$ cat config.mk
export PLATFORM = sky130hd
export DESIGN_NAME = moore_seq_detector
export DESIGN_NICKNAME = d
export VERILOG_FILES = /design/src/rtl/seq_det_pkg.sv /design/src/rtl/seq_match_counter.sv /design/src/rtl/moore_seq_detector.sv
export SDC_FILE = /design/constraint.sdc
export NUM_CORES = 1
export LEC_CHECK = 0
export CORE_UTILIZATION = 40
export DETAILED_ROUTE_END_ITERATION = 6
export DONT_BUFFER_PORTS = 1
export PLACE_DENSITY_LB_ADDON = 0.1
export SYNTH_ARGS = -nofsm -noshare
export SYNTH_HDL_FRONTEND = slang
export SYNTH_SLANG_ARGS = --single-unit
$ cat constraint.sdc
create_clock -name clk -period 4.8 [get_ports clk]
set_clock_uncertainty 0.15 [all_clocks]
set_input_delay 0.48 -clock clk [delete_from_list [all_inputs] [get_ports clk]]
set_output_delay 0.48 -clock clk [all_outputs]
set_load 0.01 [all_outputs]
$ cat src/rtl/seq_det_pkg.sv
// seq_det_pkg: elaboration-time helpers that build the KMP transition table
// for moore_seq_detector.
`default_nettype none

package seq_det_pkg;

  localparam int MAX_LEN = 16;

  function automatic int state_w(input int len);
    return $clog2(len + 1);
  endfunction

  // Bit i of the pattern in arrival order (i = 0 is the first bit received).
  function automatic logic pat_bit(input logic [MAX_LEN-1:0] pattern, input int len, input int i);
    logic [MAX_LEN-1:0] sh;
    sh = pattern >> (len - 1 - i);
    return sh[0];
  endfunction

  function automatic int seq_fail(input logic [MAX_LEN-1:0] pattern, input int len);
    int   f;
    logic ok;
    f = 0;
    for (int j = 1; j < MAX_LEN; j++) begin
      if (j < len) begin
        ok = 1'b1;
        for (int m = 0; m < MAX_LEN; m++) begin
          if (m < j && pat_bit(pattern, len, m) != pat_bit(pattern, len, len - j + m)) ok = 1'b0;
        end
        if (ok) f = j;
      end
    end
    return f;
  endfunction

  function automatic int seq_next(input int k_in, input logic b, input logic [MAX_LEN-1:0] pattern,
                                  input int len, input int overlap);
    int   k;
    int   nxt;
    int   idx;
    logic ok;
    logic sb;
    k = k_in;
    if (k >= len) k = (overlap != 0) ? seq_fail(pattern, len) : 0;
    // Longest pattern prefix that is a suffix of (first k pattern bits, b).
    nxt = 0;
    for (int j = 1; j <= MAX_LEN; j++) begin
      if (j <= k + 1) begin
        ok = 1'b1;
        for (int m = 0; m < MAX_LEN; m++) begin
          if (m < j) begin
            idx = k + 1 - j + m;
            sb  = (idx == k) ? b : pat_bit(pattern, len, idx);
            if (sb != pat_bit(pattern, len, m)) ok = 1'b0;
          end
        end
        if (ok) nxt = j;
      end
    end
    return nxt;
  endfunction

endpackage

`default_nettype wire

$ cat src/rtl/seq_match_counter.sv
// seq_match_counter: saturating detection counter with synchronous clear.
`default_nettype none

module seq_match_counter #(
  parameter int CNT_W = 8
) (
  input  logic             clk,
  input  logic             rst,
  input  logic             inc,
  input  logic             clr,
  output logic [CNT_W-1:0] cnt
);

  always_ff @(posedge clk or negedge rst) begin
    if (!rst) begin
      cnt <= '0;
    end else if (clr) begin
      cnt <= '0;
    end else if (inc && cnt != {CNT_W{1'b1}}) begin
      cnt <= cnt + CNT_W'(1);
    end
  end

endmodule

`default_nettype wire

$ cat src/rtl/moore_seq_detector.sv
// moore_seq_detector: parametrised Moore serial pattern detector with
// KMP fallback, optional overlap, clock-enable and saturating match count.
`default_nettype none

module moore_seq_detector
  import seq_det_pkg::*;
#(
  parameter int             LEN     = 5,
  parameter logic [LEN-1:0] PATTERN = 5'b10001,
  parameter int             OVERLAP = 0,
  parameter int             CNT_W   = 8,
  localparam int            SW      = state_w(LEN)
) (
  input  logic             clk,
  input  logic             rst,
  input  logic             in,
  input  logic             en,
  input  logic             clr,
  output logic             out,
  output logic [CNT_W-1:0] match_cnt,
  output logic [SW-1:0]    state_o
);

  localparam logic [SW-1:0] DET = SW'(LEN);

  logic [SW-1:0] tbl0 [0:LEN];
  logic [SW-1:0] tbl1 [0:LEN];
  logic [SW-1:0] state;
  logic [SW-1:0] next;
  logic          inc;

  // Transition table is constant, folded at elaboration.
  genvar k;
  for (k = 0; k <= LEN; k++) begin : g_tbl
    assign tbl0[k] = SW'(seq_next(k, 1'b0, MAX_LEN'(PATTERN), LEN, OVERLAP));
    assign tbl1[k] = SW'(seq_next(k, 1'b1, MAX_LEN'(PATTERN), LEN, OVERLAP));
  end

  always_comb begin
    next = in ? tbl1[state] : tbl0[state];
    inc  = en && (next == DET);
  end

  always_ff @(posedge clk or negedge rst) begin
    if (!rst) begin
      state <= '0;
      out   <= 1'b0;
    end else if (en) begin
      state <= next;
      out   <= (next == DET);
    end
  end

  assign state_o = state;

  seq_match_counter #(
    .CNT_W(CNT_W)
  ) u_cnt (
    .clk(clk),
    .rst(rst),
    .inc(inc),
    .clr(clr),
    .cnt(match_cnt)
  );

endmodule

`default_nettype wire

==> results_dict.tcl, run 1 <==
set metrics [dict create \
    fin_tns_setup_ns 0 \
    antenna_left 0 \
    path_clk_slew_ns 0.09 \
    cts_root_buf "clkbuf_4" \
    min_period_over_period 0.477 \
    cp_top_family "simple AND/OR/NAND/NOR gates" \
    synth_cell_types 29 \
    critPathBufInv 1 \
    ff_latch_area_um2 300 \
    p_leak_uw 0.000305 \
    crit_arrival_ns 2.31 \
    cp_slowest_cell "dfrtp_1" \
    timing.critical_path.to_type "flip-flop" \
    start_util 0.439 \
    grt_max_degree 16 \
    syn_to_final_growth_pct 8.50 \
    critPathMaxStageDelay_ns 0.45 \
    synth_async_sr_flop_share 1.00 \
    maxCapViolCount 0 \
    row_count 14 \
    post_cts_resized 0 \
    tightestPinTransition_ns 0.694 \
    drc 0 \
    stdcell_count 88 \
    first_global_vias 521 \
    design_area_um2 734 \
    slew_viol_final 0 \
    holdBufCountCts 1 \
    yosys_register_bits 12 \
    die_area_mm2 0.00186 \
    ir_worst_vdd_uv 179 \
    cts_tree "built" \
    yosys.area.top_type "dfrtp_1" \
    p_per_area_mw_per_mm2 300 \
    vias 531 \
    clockBufferDepth 2 \
    ios 17 \
    fin_crit_ns 2.29 \
    final-hold-violation-count 0 \
    ys_seq_area_frac 0.444 \
    synthesis.area_um2 677 \
    nets 81 \
    drt_first_pass_iters 4 \
    die_h_um 43.1 \
    ys.flop_type "dfrtp_1" \
    avgSynthCellArea_um2 9.81 \
    grt_overflow 0 \
    setup_violations 0 \
    cts_made_buffers 3 \
    grt_util_all_layers 0.167 \
    gp_congestion 0.790 \
    startpoint_type "flip-flop" \
    num_antenna_cells 0 \
    crit_path_cell_trace "inv_1, ha_1, and4bb_1, o221ai_2, nor4_1, mux2_2" \
    min_path_type "input port to flip-flop" \
    post_dp_cell_area_um2 688 \
    worstSetupPathType "flip-flop to flip-flop" \
    outcome "finished, final reports clean" \
    synth_top_area_frac 0.444 \
    multi_input_area_um2 349 \
    synthesis.nets 77 \
    worstSkewPairLatency_ns 0.28 \
    detail_route.vias_per_cell 6.03 \
    finalPower_uw 220 \
    timing.fmax_mhz 437 \
    grt_first_pass_wirelength_um 2280 \
    netlist_instances 69 \
    worstPathMaxFanout 15 \
    synth_warnings 0 \
    synthMostInstantiatedCell "dfrtp_1" \
    synthTopCellsByCount "dfrtp_1, o21ai_0, inv_1, nor3_1, a21oi_1" \
    antenna_found_initial 0 \
    core-area_mm2 0.00154 \
    portBuffers 0 \
    required_ns 4.82 \
    htree_levels 1 \
    dp.cells 83 \
    die_w_um 43.1 \
    pre_cts_ws_ns 2.51 \
    postCtsSetupRepairBufs 0 \
    nFillCells 154 \
    synth_edf_count 0 \
    drt_iter0_markers 14 \
    post_drt_wl_per_cell_um 15.1 \
    final_layout_size_suffix_gt1_frac 0.153 \
    timing.final.ws_setup_ns 2.51 \
    ys_top_cells_by_area "dfrtp_1, ha_1, o21ai_0" \
    maxSlewHeadroom 0.533 \
    cts_sinks 12 \
    rsz0062_at_grt "false" \
    routed_wl_um 1330 \
]
-- flip-flops by register name, summed over array words and instances (netlist names) --
| signal | cells |
|---|---|
| state_o | 3 |
| u_cnt.cnt | 8 |
| out | 1 |
-- path summary, 6_finish.rpt --
kind / startpoint / endpoint / slack, ns / cells past startpoint
worst max-delay path: state_o[0] / u_cnt.cnt[5] / 2.51 / 6
worst min-delay path: clr / u_cnt.cnt[4] / 0.1 / 1
worst max register to register: state_o[0] / u_cnt.cnt[5] / 2.51 / 6
worst min register to register: out / out / 0.44 / 2
max in group asynchronous: rst / u_cnt.cnt[0] / 3.66 / 1
min in group asynchronous: rst / u_cnt.cnt[6] / 0.47 / 1
-- through the flow --
stage | hold slack [ns] | utilization
4_1_cts | 0.0952 | 0.476
3_3_place_gp | 0.0347 | 0.446
3_5_place_dp | 0.0347 | 0.446
2_1_floorplan | 0.0344 | -
5_1_grt | 0.0943 | 0.476
6_report | 0.0971 | 0.476
-- worst reg2reg max path: stages, from the launching register on --
cell and delay (ns):
dfrtp_1 0.45, inv_1 0.09, ha_1 0.30, and4bb_1 0.21, o221ai_2 0.25, nor4_1 0.37
mux2_2 0.37
-- power by group --
part	leakage, uW	total (uW)	internal (uW)	switching, uW
registers	0.000164	116	106	9.38
clock network	0.0000210	83.8	46.1	37.6
logic	0.000119	20.9	10.2	10.7
total	0.000305	220	163	57.7
-- metal layers --
metal / wire length (um) / global-route usage / share of wire
met1: 672 / 0.208 / 0.51
met2: 546 / 0.236 / 0.41
met3: 71 / 0.0638 / 0.053
met4: 38 / 0.109 / 0.029
met5: 0 / 0 / 0
-- area by class of cell --
cell class,count,area share
clock buffers,4,0.0494
inverters,5,0.0256
multi-input cells,50,0.475
flip-flops and latches,12,0.409
well taps,16,0.0273
repair buffers,1,0.0136
-- layout by cell type (no fill, tap or decap), types with 2 or more instances in the layout --
cell type and instances:
dfrtp_1 12, o21ai_0 7, inv_1 5, nor3_1 5
a21oi_1 4, nor2b_1 3, nand2_1 3, nor2_1 3
mux2_2 3, ha_1 3, clkbuf_4 3, or3_1 2
nand3_1 2
-- logic make-up (layout without fill, tap and decap cells) --
kind of cell | count (synthesis) | after routing | share of synthesized area
AND/OR/NAND/NOR | 27 | 27 | 0.240
AO/OA/AOI/OAI | 17 | 17 | 0.170
flip-flops | 12 | 12 | 0.444
buffers and inverters | 7 | 10 | 0.0407
adder cells (fa/ha/maj) | 3 | 3 | 0.0555
multiplexers | 3 | 3 | 0.0499
(Power assumes the default switching activity.)
==> run 2, diff against run 1 <==
--- a/config.mk
+++ b/config.mk
@@ -5,6 +5,7 @@
 export SDC_FILE = /design/constraint.sdc
 export NUM_CORES = 1
 export LEC_CHECK = 0
+export ABC_AREA = 1
 export CORE_UTILIZATION = 40
 export DETAILED_ROUTE_END_ITERATION = 6
 export DONT_BUFFER_PORTS = 1
==> constraint.sdc (replaced) <==
create_clock -name clk -period 2.35 [get_ports clk]
set_clock_uncertainty 0.15 [all_clocks]
set_input_delay 0.235 -clock clk [delete_from_list [all_inputs] [get_ports clk]]
set_output_delay 0.235 -clock clk [all_outputs]
set_load 0.01 [all_outputs]
==> run 2 against run 1 <==
Power is 89% higher. Highest routed layer unchanged. Hold slack worse by 0.075 ns. Fmax is 41% higher. Global-route usage is 0.50 points higher. Worst setup slack worse by 1.8 ns.
==> results_dict.tcl, run 2 <==
set metrics [dict create \
    portBuffers 0 \
    hold-path-endpoint "state_o[0]" \
    synthesis.area_um2 795 \
    crit_arrival_ns 1.64 \
    htree_levels 1 \
    timing.rr.end "u_cnt.cnt[7]" \
    dr_wl_met2_um 779 \
    r2r_cells 7 \
    gp_congestion 0.798 \
    synth_cell_types 19 \
    rsz0062_at_grt "false" \
    synthTopCellsByCount "nand2_1, inv_1, dfrtp_1, nand3_1, nand2_2" \
    grt_max_degree 15 \
    wl_met3_um 78 \
    syn_to_final_growth_pct 9.92 \
    hpwl_um 1210 \
    cts_made_buffers 3 \
    path_clk_slew_ns 0.08 \
    highest_layer "met4" \
    synth_warnings 0 \
    ff_latch_area_um2 300 \
    dp.cells 133 \
    multi_input_area_um2 425 \
    synth_top_family_by_area "simple AND/OR/NAND/NOR gates" \
    synth_fa_ha_area_frac 0.0472 \
    drc 0 \
    min_path_type "input port to flip-flop" \
    r2r_setup_slack_ns 0.72 \
    ys.flop_type "dfrtp_1" \
    grt_util_all_layers 0.172 \
    cts_tree "built" \
    met1_length_um 751 \
    ys_seq_area_frac 0.378 \
    nets 124 \
    synth_top_area_frac 0.378 \
    min_period_over_period 0.692 \
    drt_first_pass_iters 4 \
    die_area_mm2 0.00217 \
    routed_wl_um 1640 \
    antenna_found_initial 0 \
    layout_common_cells "nand2_1, inv_1, dfrtp_1, nand3_1, nand2_2" \
    synthMostInstantiatedCell "nand2_1" \
    ys_top_cells_by_area "dfrtp_1, nand2_1, nand3_1" \
    maxSlewHeadroom 0.614 \
    synthesis.nets 117 \
    synthXorXnorAreaFrac 0.0110 \
    p_per_area_mw_per_mm2 476 \
    detail_route.vias_per_cell 4.83 \
    cts_root_buf "clkbuf_4" \
    required_ns 2.36 \
    start_util 0.441 \
    worstSetupPathType "flip-flop to flip-flop" \
    tightestPinTransition_ns 0.578 \
    timing.critical_path.to_type "flip-flop" \
    setup_violations 0 \
    pre_cts_ws_ns 0.738 \
    top_register "u_cnt.cnt" \
    synth_compound_area_frac 0.0457 \
    first_global_vias 620 \
    synth_simple_gate_area_frac 0.431 \
    synth_edf_count 0 \
    stdcell_count 139 \
    netlist_instances 109 \
    final_common_cell "nand2_1" \
    final_layout_size_suffix_gt1_frac 0.175 \
    antenna_left 0 \
    die_h_um 46.6 \
    worstSkewPairLatency_ns 0.27 \
    cp_slowest_cell "dfrtp_1" \
    yosys_register_bits 12 \
    worstPathMaxFanout 9 \
    synth_async_sr_flop_share 1.00 \
    nFillCells 200 \
    outcome "finished, final reports clean" \
    fin_crit_ns 1.63 \
    ir_worst_vdd_uv 233 \
    num_antenna_cells 0 \
    final-hold-violation-count 0 \
    slew_viol_final 0 \
    cts_sinks 12 \
    p_leak_uw 0.000463 \
    core-area_mm2 0.00180 \
    fin_tns_setup_ns 0 \
    clockBufferDepth 2 \
    hold_start "en" \
    holdPathStages 2 \
    timing.final.ws_setup_ns 0.725 \
    final_core_util 0.485 \
    startpoint_type "flip-flop" \
    row_count 15 \
    timing.fmax_mhz 615 \
    synthMuxAreaShare 0 \
    avgSynthCellArea_um2 7.29 \
    grt_overflow 0 \
    grt_first_pass_wirelength_um 2570 \
    critPathMaxStageDelay_ns 0.46 \
    post_drt_wl_per_cell_um 11.8 \
    maxCapViolCount 0 \
    vias 672 \
    die_w_um 46.6 \
    yosys.area.top_type "dfrtp_1" \
    largest_reg_flops 8 \
    reg2reg_from "u_cnt.cnt[0]" \
    critPathLaunch "u_cnt.cnt[0]" \
    ios 17 \
    crit_path_cell_trace "ha_1, nand2_2, nor2_2, nand2_2, nand4_4, nor2_1, nor2_1" \
    drt_iter0_markers 7 \
]
run 2: report_power, final:
part | switching [uW] | internal [uW] | leakage (uW)
logic | 41.3 | 19.5 | 0.000285
clock network | 66.1 | 59.3 | 0.0000138
registers | 14.9 | 215 | 0.000165
total | 122 | 294 | 0.000463
run 2: critical path: cells and delay by family (launching register included):
| family | cells | cell delay (ns) |
|---|---|---|
| and+or+nand+nor | 6 | 0.64 |
| DFF | 1 | 0.46 |
| adders and majority gates | 1 | 0.27 |
run 2: layer usage:
metal  GRT usage  vias up
met2       0.289       18
met1       0.207      297
met5           0        -
met4      0.0706        0
li1            -      353
met3      0.0392        4
run 2: worst max path at each step:
| stage | to | slack (ns) |
|---|---|---|
| 5_1_grt | u_cnt.cnt[7] | 0.62 |
| 6_report | u_cnt.cnt[7] | 0.72 |
| 3_3_place_gp | u_cnt.cnt[6] | 0.75 |
| 2_1_floorplan | u_cnt.cnt[7] | 0.86 |
| 4_1_cts | u_cnt.cnt[6] | 0.72 |
| 3_5_place_dp | u_cnt.cnt[6] | 0.74 |
run 2: repair_timing:
item / CTS / global route
hold buffers: 3 / 0
endpoints found under the hold margin: 17 / 0
resized for setup: 0 / 0
setup buffers: 0 / 0
run 2: final cells by class:
type / instances / area share
inverters: 17 / 0.0731
well taps: 25 / 0.0358
multi-input cells: 79 / 0.487
flip-flops and latches: 12 / 0.344
clock buffers: 3 / 0.0258
repair buffers: 3 / 0.0344
run 2: kinds of logic (layout without fill, tap and decap cells):
family | Yosys count | after routing
and+or+nand+nor | 69 | 69
buffers and inverters | 18 | 23
DFF | 12 | 12
AOI/OAI and AO/OA | 6 | 6
adders and majority gates | 3 | 3
xor gates and xnor gates | 1 | 1
run 2: metrics by stage:
step / instance area (um^2) / hold slack [ns] / total power (uW)
2_1_floorplan: 795 / -0.211 / 275
3_3_place_gp: 821 / -0.210 / 284
3_5_place_dp: 821 / -0.210 / 286
4_1_cts: 873 / 0.0284 / 424
5_1_grt: 873 / 0.0285 / 448
6_report: 873 / 0.0224 / 416
